$ cat src/rtl/uart_apb_sequencer.sv
// APB master that configures one CoreUARTapb and then services TX/RX bytes by status polling.
// Optional per-error RX counters are enabled with `define UART_SEQ_ERR_CNT_EN.
module uart_apb_sequencer #(
    parameter int POLL_GAP = 4,
    parameter bit CFG_AUTO = 1'b0
) (
    input  logic        PCLK,
    input  logic        PRESETN,
    input  logic        cfg_start,
    input  logic [12:0] cfg_baud,
    input  logic        cfg_bit8,
    input  logic        cfg_parity_en,
    input  logic        cfg_parity_odd,
    output logic        cfg_done,
    input  logic [7:0]  tx_data,
    input  logic        tx_valid,
    output logic        tx_ready,
    output logic [7:0]  rx_data,
    output logic        rx_valid,
    input  logic        rx_ready,
    output logic [2:0]  rx_err,
    output logic [4:0]  PADDR,
    output logic        PSEL,
    output logic        PENABLE,
    output logic        PWRITE,
    output logic [7:0]  PWDATA,
    input  logic [7:0]  PRDATA,
    input  logic        PREADY,
    input  logic        PSLVERR,
    output logic        apb_err
`ifdef UART_SEQ_ERR_CNT_EN
    ,
    output logic [7:0]  err_parity_cnt,
    output logic [7:0]  err_frame_cnt,
    output logic [7:0]  err_ovf_cnt
`endif
);

    localparam logic [2:0] ST_UNCFG = 3'd0, ST_CFG1 = 3'd1, ST_CFG2 = 3'd2, ST_GAP = 3'd3,
                           ST_POLL  = 3'd4, ST_TXWR = 3'd5, ST_RXRD = 3'd6;
    localparam logic [4:0] A_TXDATA = 5'h00, A_RXDATA = 5'h04, A_CTRL1 = 5'h08,
                           A_CTRL2  = 5'h0C, A_STATUS = 5'h10;

    logic [2:0]  state_q, state_d;
    logic        psel_q, psel_d, penable_q, penable_d, pwrite_q, pwrite_d;
    logic [4:0]  paddr_q, paddr_d;
    logic [7:0]  pwdata_q, pwdata_d;
    logic [7:0]  gap_q, gap_d;
    logic        last_grant_q, last_grant_d;      // 1 = TX granted last
    logic [12:0] baud_q, baud_n;
    logic [2:0]  ctrl_q, ctrl_n;                   // {parity_odd, parity_en, bit8}
    logic [7:0]  hold_q, rx_data_q;
    logic        hold_full_q, rx_valid_q, cfg_done_q, cfg_pend_q, apb_err_q;
    logic [2:0]  err_q, rx_err_q;                  // {FRAMING, OVERFLOW, PARITY}
    logic        start, xfer_done, configured, cfg_req, cfg_take, rx_elig, tx_elig;

    assign xfer_done  = psel_q & penable_q & PREADY;
    assign configured = state_q inside {ST_GAP, ST_POLL, ST_TXWR, ST_RXRD};
    assign cfg_req    = configured & (cfg_start | cfg_pend_q);
    assign cfg_take   = ((state_q == ST_UNCFG) & (cfg_start | CFG_AUTO)) | (configured & cfg_start);
    assign baud_n     = cfg_take ? cfg_baud : baud_q;
    assign ctrl_n     = cfg_take ? {cfg_parity_odd, cfg_parity_en, cfg_bit8} : ctrl_q;
    // A status read that ends in PSLVERR is discarded, so it grants nothing.
    assign rx_elig    = PRDATA[1] & ~rx_valid_q & ~PSLVERR;
    assign tx_elig    = PRDATA[0] & hold_full_q & ~PSLVERR;

    // NOTE: every always_comb output gets a default first so no latch is inferred.
    always_comb begin
        state_d      = state_q;
        psel_d       = psel_q;
        penable_d    = penable_q;
        gap_d        = gap_q;
        last_grant_d = last_grant_q;
        start        = 1'b0;
        case (state_q)
            ST_UNCFG: if (cfg_start || CFG_AUTO) begin
                state_d = ST_CFG1;
                start   = 1'b1;
            end
            ST_GAP: begin
                if (cfg_req) begin
                    state_d = ST_CFG1;
                    start   = 1'b1;
                end else if ({1'b0, gap_q} + 9'd1 >= 9'(POLL_GAP)) begin
                    state_d = ST_POLL;
                    start   = 1'b1;
                end else begin
                    gap_d = gap_q + 8'd1;
                end
            end
            ST_CFG1, ST_CFG2, ST_POLL, ST_TXWR, ST_RXRD: begin
                if (!psel_q) begin
                    // Idle cycle after a completed transfer; launch the pending one now.
                    if (cfg_req) state_d = ST_CFG1;
                    start = 1'b1;
                end else if (!penable_q) begin
                    penable_d = 1'b1;
                end else if (PREADY) begin
                    psel_d    = 1'b0;
                    penable_d = 1'b0;
                    gap_d     = 8'd0;
                    state_d   = ST_GAP;
                    if (state_q == ST_CFG1) state_d = ST_CFG2;
                    if (state_q == ST_POLL && !cfg_req) begin
                        if (rx_elig && tx_elig) begin
                            state_d      = last_grant_q ? ST_RXRD : ST_TXWR;
                            last_grant_d = ~last_grant_q;
                        end else if (tx_elig) begin
                            state_d      = ST_TXWR;
                            last_grant_d = 1'b1;
                        end else if (rx_elig) begin
                            state_d      = ST_RXRD;
                            last_grant_d = 1'b0;
                        end
                    end
                    if (cfg_req) state_d = ST_CFG1;
                end
            end
            default: state_d = ST_UNCFG;
        endcase
        if (start) begin
            psel_d    = 1'b1;
            penable_d = 1'b0;
        end
    end

    always_comb begin
        paddr_d  = paddr_q;
        pwrite_d = pwrite_q;
        pwdata_d = pwdata_q;
        if (start) begin
            pwrite_d = 1'b0;
            pwdata_d = 8'h00;
            case (state_d)
                ST_CFG1: begin paddr_d = A_CTRL1;  pwrite_d = 1'b1; pwdata_d = baud_n[7:0]; end
                ST_CFG2: begin paddr_d = A_CTRL2;  pwrite_d = 1'b1; pwdata_d = {baud_n[12:8], ctrl_n}; end
                ST_TXWR: begin paddr_d = A_TXDATA; pwrite_d = 1'b1; pwdata_d = hold_q; end
                ST_RXRD: paddr_d = A_RXDATA;
                default: paddr_d = A_STATUS;
            endcase
        end
    end

    // NOTE: state registers use non-blocking assignments so all flops update together.
    always_ff @(posedge PCLK or negedge PRESETN) begin
        if (!PRESETN) begin
            state_q      <= ST_UNCFG;
            psel_q       <= 1'b0;
            penable_q    <= 1'b0;
            paddr_q      <= 5'h00;
            pwrite_q     <= 1'b0;
            pwdata_q     <= 8'h00;
            gap_q        <= 8'h00;
            last_grant_q <= 1'b0;
            baud_q       <= 13'h0000;
            ctrl_q       <= 3'b000;
            hold_q       <= 8'h00;
            hold_full_q  <= 1'b0;
            rx_data_q    <= 8'h00;
            rx_valid_q   <= 1'b0;
            rx_err_q     <= 3'b000;
            err_q        <= 3'b000;
            cfg_done_q   <= 1'b0;
            cfg_pend_q   <= 1'b0;
            apb_err_q    <= 1'b0;
        end else begin
            state_q      <= state_d;
            psel_q       <= psel_d;
            penable_q    <= penable_d;
            paddr_q      <= paddr_d;
            pwrite_q     <= pwrite_d;
            pwdata_q     <= pwdata_d;
            gap_q        <= gap_d;
            last_grant_q <= last_grant_d;
            if (cfg_take) begin
                baud_q <= cfg_baud;
                ctrl_q <= {cfg_parity_odd, cfg_parity_en, cfg_bit8};
            end
            if (state_q == ST_TXWR && xfer_done) begin
                hold_full_q <= 1'b0;
            end else if (tx_valid && !hold_full_q) begin
                hold_full_q <= 1'b1;
                hold_q      <= tx_data;
            end
            if (state_q == ST_POLL && xfer_done) err_q <= PSLVERR ? 3'b000 : PRDATA[4:2];
            if (state_q == ST_RXRD && xfer_done && !PSLVERR) begin
                rx_data_q  <= PRDATA;
                rx_err_q   <= err_q;
                rx_valid_q <= 1'b1;
            end else if (rx_valid_q && rx_ready) begin
                rx_valid_q <= 1'b0;
            end
            if (cfg_take)                             cfg_done_q <= 1'b0;
            else if (state_q == ST_CFG2 && xfer_done) cfg_done_q <= 1'b1;
            if (state_d == ST_CFG1)            cfg_pend_q <= 1'b0;
            else if (configured && cfg_start)  cfg_pend_q <= 1'b1;
            if (xfer_done && PSLVERR) apb_err_q <= 1'b1;
            else if (cfg_start)       apb_err_q <= 1'b0;
        end
    end

`ifdef UART_SEQ_ERR_CNT_EN
    logic [7:0] par_cnt_q, frm_cnt_q, ovf_cnt_q;

    always_ff @(posedge PCLK or negedge PRESETN) begin
        if (!PRESETN) begin
            par_cnt_q <= 8'h00;
            frm_cnt_q <= 8'h00;
            ovf_cnt_q <= 8'h00;
        end else if (cfg_start) begin
            par_cnt_q <= 8'h00;
            frm_cnt_q <= 8'h00;
            ovf_cnt_q <= 8'h00;
        end else if (state_q == ST_RXRD && xfer_done) begin
            if (err_q[0] && par_cnt_q != 8'hFF) par_cnt_q <= par_cnt_q + 8'd1;
            if (err_q[1] && ovf_cnt_q != 8'hFF) ovf_cnt_q <= ovf_cnt_q + 8'd1;
            if (err_q[2] && frm_cnt_q != 8'hFF) frm_cnt_q <= frm_cnt_q + 8'd1;
        end
    end

    assign err_parity_cnt = par_cnt_q;
    assign err_frame_cnt  = frm_cnt_q;
    assign err_ovf_cnt    = ovf_cnt_q;
`endif

    assign PSEL     = psel_q;
    assign PENABLE  = penable_q;
    assign PADDR    = paddr_q;
    assign PWRITE   = pwrite_q;
    assign PWDATA   = pwdata_q;
    assign cfg_done = cfg_done_q;
    assign tx_ready = ~hold_full_q;
    assign rx_data  = rx_data_q;
    assign rx_valid = rx_valid_q;
    assign rx_err   = rx_err_q;
    assign apb_err  = apb_err_q;

endmodule

$ cat config.mk
export PLATFORM = sky130hd
export DESIGN_NAME = uart_apb_sequencer
export DESIGN_NICKNAME = d
export VERILOG_FILES = /design/src/rtl/uart_apb_sequencer.sv
export SDC_FILE = /design/constraint.sdc
export NUM_CORES = 1
export LEC_CHECK = 0
export CAP_MARGIN = 20
export CELL_PAD_IN_SITES_DETAIL_PLACEMENT = 1
export CELL_PAD_IN_SITES_GLOBAL_PLACEMENT = 2
export CORE_MARGIN = 2
export CORE_UTILIZATION = 33
export DETAILED_ROUTE_END_ITERATION = 8
export PLACE_DENSITY = 0.76
export SLEW_MARGIN = 20
export SYNTH_ARGS = -nofsm -noshare
export SYNTH_HDL_FRONTEND = slang
export SYNTH_SLANG_ARGS = --single-unit
export TNS_END_PERCENT = 20
$ cat constraint.sdc
create_clock -name PCLK -period 2.5 [get_ports PCLK]
set_input_delay 0.25 -clock PCLK [delete_from_list [all_inputs] [get_ports PCLK]]
set_output_delay 0.25 -clock PCLK [all_outputs]
set_load 0.005 [all_outputs]
# Yosys cells after proc, flatten, opt, wreduce, memory -nomap -nowiden
# Index checks and enable logic that the tools add are counted.
# classes
eq_ne	15
addsub	2
n_lt_le_gt_ge	1
muxes	53
n_reduce_logical	31
bitwise_logic	16
# ops
op	count
$mux 3	14
$mux 8	5
$mux 1	27
$pmux 8 s3	1
$pmux 5 s4	1
$pmux 8 s2	1
$reduce_bool 2->1	8
$eq 3x3->1 const B	5
$mux 13	1
$reduce_and 6->1	2
$logic_and 1x1->1	11
$ne 2x2->1 const B	5
$add 8x1->9 const B	1
$and 1x1->1	9
$eq 3x2->1 const B	3
$ge 9x3->1 const B	1
$pmux 3 s3	1
$add 8x1->8 const B	1
$eq 3x1->1 const B	2
$not 1->1	5
$reduce_or 5->1	1
$reduce_and 2->1	2
$reduce_bool 4->1	1
$logic_not 1->1	3
other kinds (6)	7
# totals
input_bits	39
word_cells	137
reg_bits	71

# Depth between registers and ports, before layout
# depth
ltp_word	15
depth_mapped	8
depth_no_buf	8

# Worst setup path before layout
# OpenSTA, ideal clock, no wires.
# synth_path
path_type	register -> register
startpoint	register state_q[1]
endpoint	register pwdata_q[0] (netlist: PWDATA[0])
path_buffers	1
arrival_ps	2143
slack_ps	267
synth_period_minus_slack_ps	2233
stages_incl_launch_ff	9
required_ps	2410
cell_sequence	dfrtp_1 buf_2 nor3_1 o2111ai_1 a211oi_1 o221a_4 ha_1 nand3b_1 o221ai_2
# synth_via
elab_chain_len	13
word_cells_on_any_way	37
# synth_rtl
item	line	rtl
from (decl)	44	logic [2:0] state_q, state_d;
from (signal assigned)	167	state_q <= state_d;
$eq 3x1->1 (tied with other cells)	75, 103	
$mux 1 or $reduce_bool 4->1 (tied branches)	103, 58	
$mux 3 or $and 1x1->1 (tied branches)	111, 59	
$mux 3 or $logic_not 1->1 (tied branches)	108, 104	
$mux 3 or $logic_and 1x1->1 (tied branches)	105, 104	
$mux 3	104	if (state_q == ST_POLL && !cfg_req) begin
$mux 3	116	if (cfg_req) state_d = ST_CFG1;
$mux 3	98	end else if (PREADY) begin
$mux 3	96	end else if (!penable_q) begin
$mux 3	92	if (!psel_q) begin
$pmux 3 s3	75	case (state_q)
$eq 3x3->1 (tied with other cells)	134	case (state_d)
$pmux 8 s3	134	
to (signal assigned)	172	pwdata_q <= pwdata_d;
to (decl)	47	logic [7:0] pwdata_q, pwdata_d;
# Parallel ways exist; a longest one is shown, timed or not.
# A chain may end at the register's enable or synchronous reset.

# Worst setup path after layout
# layout_path
startpoint	register gap_q[6]
endpoint	register pwdata_q[7] (netlist: PWDATA[7])
# layout_via
elab_chain_len	7
word_cells_on_any_way	12
# layout_rtl
item	line	rtl
from (decl)	48	logic [7:0] gap_q, gap_d;
from (signal assigned)	173	gap_q <= gap_d;
$add 8x1->9 *	84	end else if ({1'b0, gap_q} + 9'd1 >= 9'(POLL_GAP)) begin
$ge 9x3->1 *	84	
$mux 3	84	
$mux 3	81	if (cfg_req) begin
$pmux 3 s3	75	
$eq 3x3->1 (tied with other cells)	134	
$pmux 8 s3	134	
# Mark *: on every way between the ends. The rest lies on a longest branch, timed or not.

==> out/qor.txt <==
Status: finished, final reports clean
Worst path cell trace: or4_4 > nor2_4 > a21boi_2 > o221a_4 > buf_4 > or3_1 > buf_4 > o221ai_2
Clk pin slew, worst setup/hold paths: 0.09 ns
Worst clock skew: 0.0125 ns
WL final: 7910 microns
Post-synth EDFFs: 0
Max Transition Viols Final: 0
Minimum clock period: 2.36 ns
Crit Path Class: flip-flop to flip-flop
Overflow after GRT: 0
Bufs and invs on worst path: 2
Synth cell types: 47
VDD IR-drop max: 0.000360 V
Starting utilization of the core area: 0.335
Die H: 103 microns
Syn Inst Count: 270
# rows: 36
Hold Vio Cnt, Final: 0
Post-layout util: 0.462
CP Launch Type: flip-flop
Setup violators final: 0
DRT iter0 DRCs: 62
Register area share after synthesis: 0.537
Worst Tran Pin Value: 0.885 ns
Core area: 9590 sq um
CP arrival: 2.62 ns
Die W: 103 microns
DR WL/cell: 15.8 microns
Avg Cell Area, Syn: 11.9 sq um
DR vias: 2397
H-tree depth: 3
GP Congestion: 0.817
TritonRoute pass-1 iters: 4
Leak pwr: 2.11 nW
Critical path endpoint category: flip-flop
Synth warnings: 0
Netlist Area Pre-Place: 3210 sq um
MaxCap Viol Count: 0
Most common cell on crit path: buf_4
HPWL Detailed: 5750 microns
Crit-path max cell delay: 0.55 ns
Vias in the first global route: 2590
Remaining routing DRC violations: 0
Slowest cell on crit path: or4_4
Total CTS buffers: 9
Post-CTS Setup Repair Bufs: 0
DIE AREA: 10500 sq um
Yosys top cell area share: 0.537
Clock Latency Late Sink: 0.35 ns
CP startpoint: gap_q[6]$_DFFE_PN0P_
Synth area leaders: dfrtp_1 (54%), mux2_2 (10%), mux2i_1 (5.6%)
CTS Root Cell: clkbuf_8
Rel. slew slack: 0.410
Clock Path Buffers: 2
Num ports: 70
Area leader, netlist: dfrtp_1
CTS tree: done
Tot GR Track Use: 0.164
Final period utilization: 0.942
Filler Cell Count: 1051
Final nets: 403
Pwr Density: 1080 nW/um^2
Antenna cell count: 0
Initial antenna violation count: 0
RR Startpoint: gap_q[6]$_DFFE_PN0P_
Buffers on Ports: 67
First-pass GRT wire length: 13200 microns
Via-to-Cell Ratio: 4.80
Post-synth ARST share: 1.00
Yosys reg bits: 69
Largest net degree at the start of global routing: 70
Layout cells sized above 1: 0.249
Area Overhead vs Synth: 38.0%
Top FF cell, synth: dfrtp_1
# clock sinks: 69
Hold Buf Count CTS: 0
Worst EP required: 2.77 ns
RSZ-0062 raised after global routing: no
Min-Delay Path Class: input pin to asynchronous set/reset pin
Worst Hold Slack: 0.104 ns
Critical path's top delay family: simple AND/OR/NAND/NOR gates
CP max FO: 9
FMAX: 425 MHz
Post-route ant nets: 0
[per-stage QoR]
step / setup slack, ns / cells / instance area [sq um] / TNS [ns] / total power, W
floorplan: 0.267 / 271 / 3220 / 0 / 0.00284
global placement: 0.0608 / 483 / 4190 / 0 / 0.00369
detailed placement: -0.0234 / 483 / 4190 / -0.0521 / 0.00375
CTS: 0.126 / 499 / 4420 / 0 / 0.00483
global route: 0.0358 / 499 / 4440 / 0 / 0.00513
finish: 0.145 / 499 / 4440 / 0 / 0.00477
[layout by cell type, fill, tap and decap left out, types with 4 or more instances in the layout]
cell type        count
dfrtp_1             68
clkdlybuf4s50_1     66
mux2_2              29
nand2_1             23
buf_4               23
inv_1               19
mux2i_1             18
nor2_1              10
o21ai_0              9
clkbuf_8             9
a21oi_1              8
o221ai_2             8
nor2b_1              7
nand3b_1             5
nand3_1              4
[final timing paths]
| kind | to | cells past startpoint | slack, ns |
|---|---|---|---|
| worst max register to register | PWDATA[7]$_DFFE_PN0P_ | 8 | 0.14 |
| max in group asynchronous | state_q[0]$_DFF_PN0_ | 2 | 1.78 |
| worst min-delay path | hold_q[3]$_DFFE_PN0P_ | 2 | 0.10 |
| worst max-delay path | PWDATA[7]$_DFFE_PN0P_ | 8 | 0.14 |
| min in group PCLK | baud_q[5]$_DFF_PN0_ | 1 | 0.50 |
| worst min register to register | baud_q[5]$_DFF_PN0_ | 1 | 0.50 |
[cell usage after synthesis (2+ instances only)]
cell        n
nor3_1      3
mux2i_1    18
ha_1        3
nand2_1    23
and2_1      2
buf_4       2
dfrtp_1    69
nand4_1     2
a21oi_1     8
o2111ai_1   2
a21o_1      3
o21ai_0     9
a211oi_1    3
nand3_1     4
and3_1      3
mux2_2     29
nand3b_1    5
or3_1       2
nor2b_1     7
inv_1      19
nor2_1     10
o21bai_1    2
o211ai_1    3
clkbuf_1    3
o221ai_2    8
a32o_1      2
buf_2       6
[cell type report]
| class | instances | area (sq um) | area share |
|---|---|---|---|
| Sequential cell | 69 | 1730 | 0.390 |
| Inverter | 19 | 71.3 | 0.0161 |
| Clock inverter | 7 | 104 | 0.0234 |
| Multi-Input combinational cell | 170 | 1360 | 0.307 |
| Timing Repair Buffer | 92 | 878 | 0.198 |
| Clock buffer | 9 | 124 | 0.0279 |
| Tap cell | 133 | 166 | 0.0375 |
[flip-flops by register name, summed over array words and instances (netlist names)]
| signal | count |
|---|---|
| hold_full_q | 1 |
| err_q | 3 |
| rx_data | 8 |
| state_q | 3 |
| PSEL | 1 |
| gap_q | 8 |
| cfg_done | 1 |
| ctrl_q | 3 |
| PADDR | 3 |
| rx_valid | 1 |
| rx_err | 3 |
| cfg_pend_q | 1 |
| apb_err | 1 |
| last_grant_q | 1 |
| PENABLE | 1 |
| hold_q | 8 |
| baud_q | 13 |
| PWDATA | 8 |
| PWRITE | 1 |
[what timing repair did]
item | in CTS | in global routing
gates resized for setup | 0 | 4
endpoints found under the hold margin | 0 | 0
endpoints found under the setup margin | 0 | 8
[power breakdown]
group	internal [W]	leakage, nW	switching, W
combinational	0.00107	1.13	0.000995
clock	0.000576	0.108	0.000484
sequential	0.00144	0.872	0.000202
total	0.00309	2.11	0.00168
[layer usage]
| layer | share of wire | GRT usage |
|---|---|---|
| met2 | 0.48 | 0.268 |
| met4 | 0.015 | 0.0554 |
| met5 | 0 | 0 |
| met3 | 0.024 | 0.0264 |
| met1 | 0.48 | 0.223 |
[logic make-up (layout without fill, tap and decap cells)]
kind of cell	Yosys count	after routing	share of synthesized area
AOI/OAI and AO/OA	52	52	0.141
xor gates and xnor gates	1	1	0.00273
adders and majority gates	3	3	0.0117
buffers and inverters	32	127	0.0444
DFF	69	69	0.537
muxes	47	47	0.158
other	1	2	0.00117
and+or+nand+nor	65	65	0.104
No activity file was read; power rests on OpenSTA's default activity.
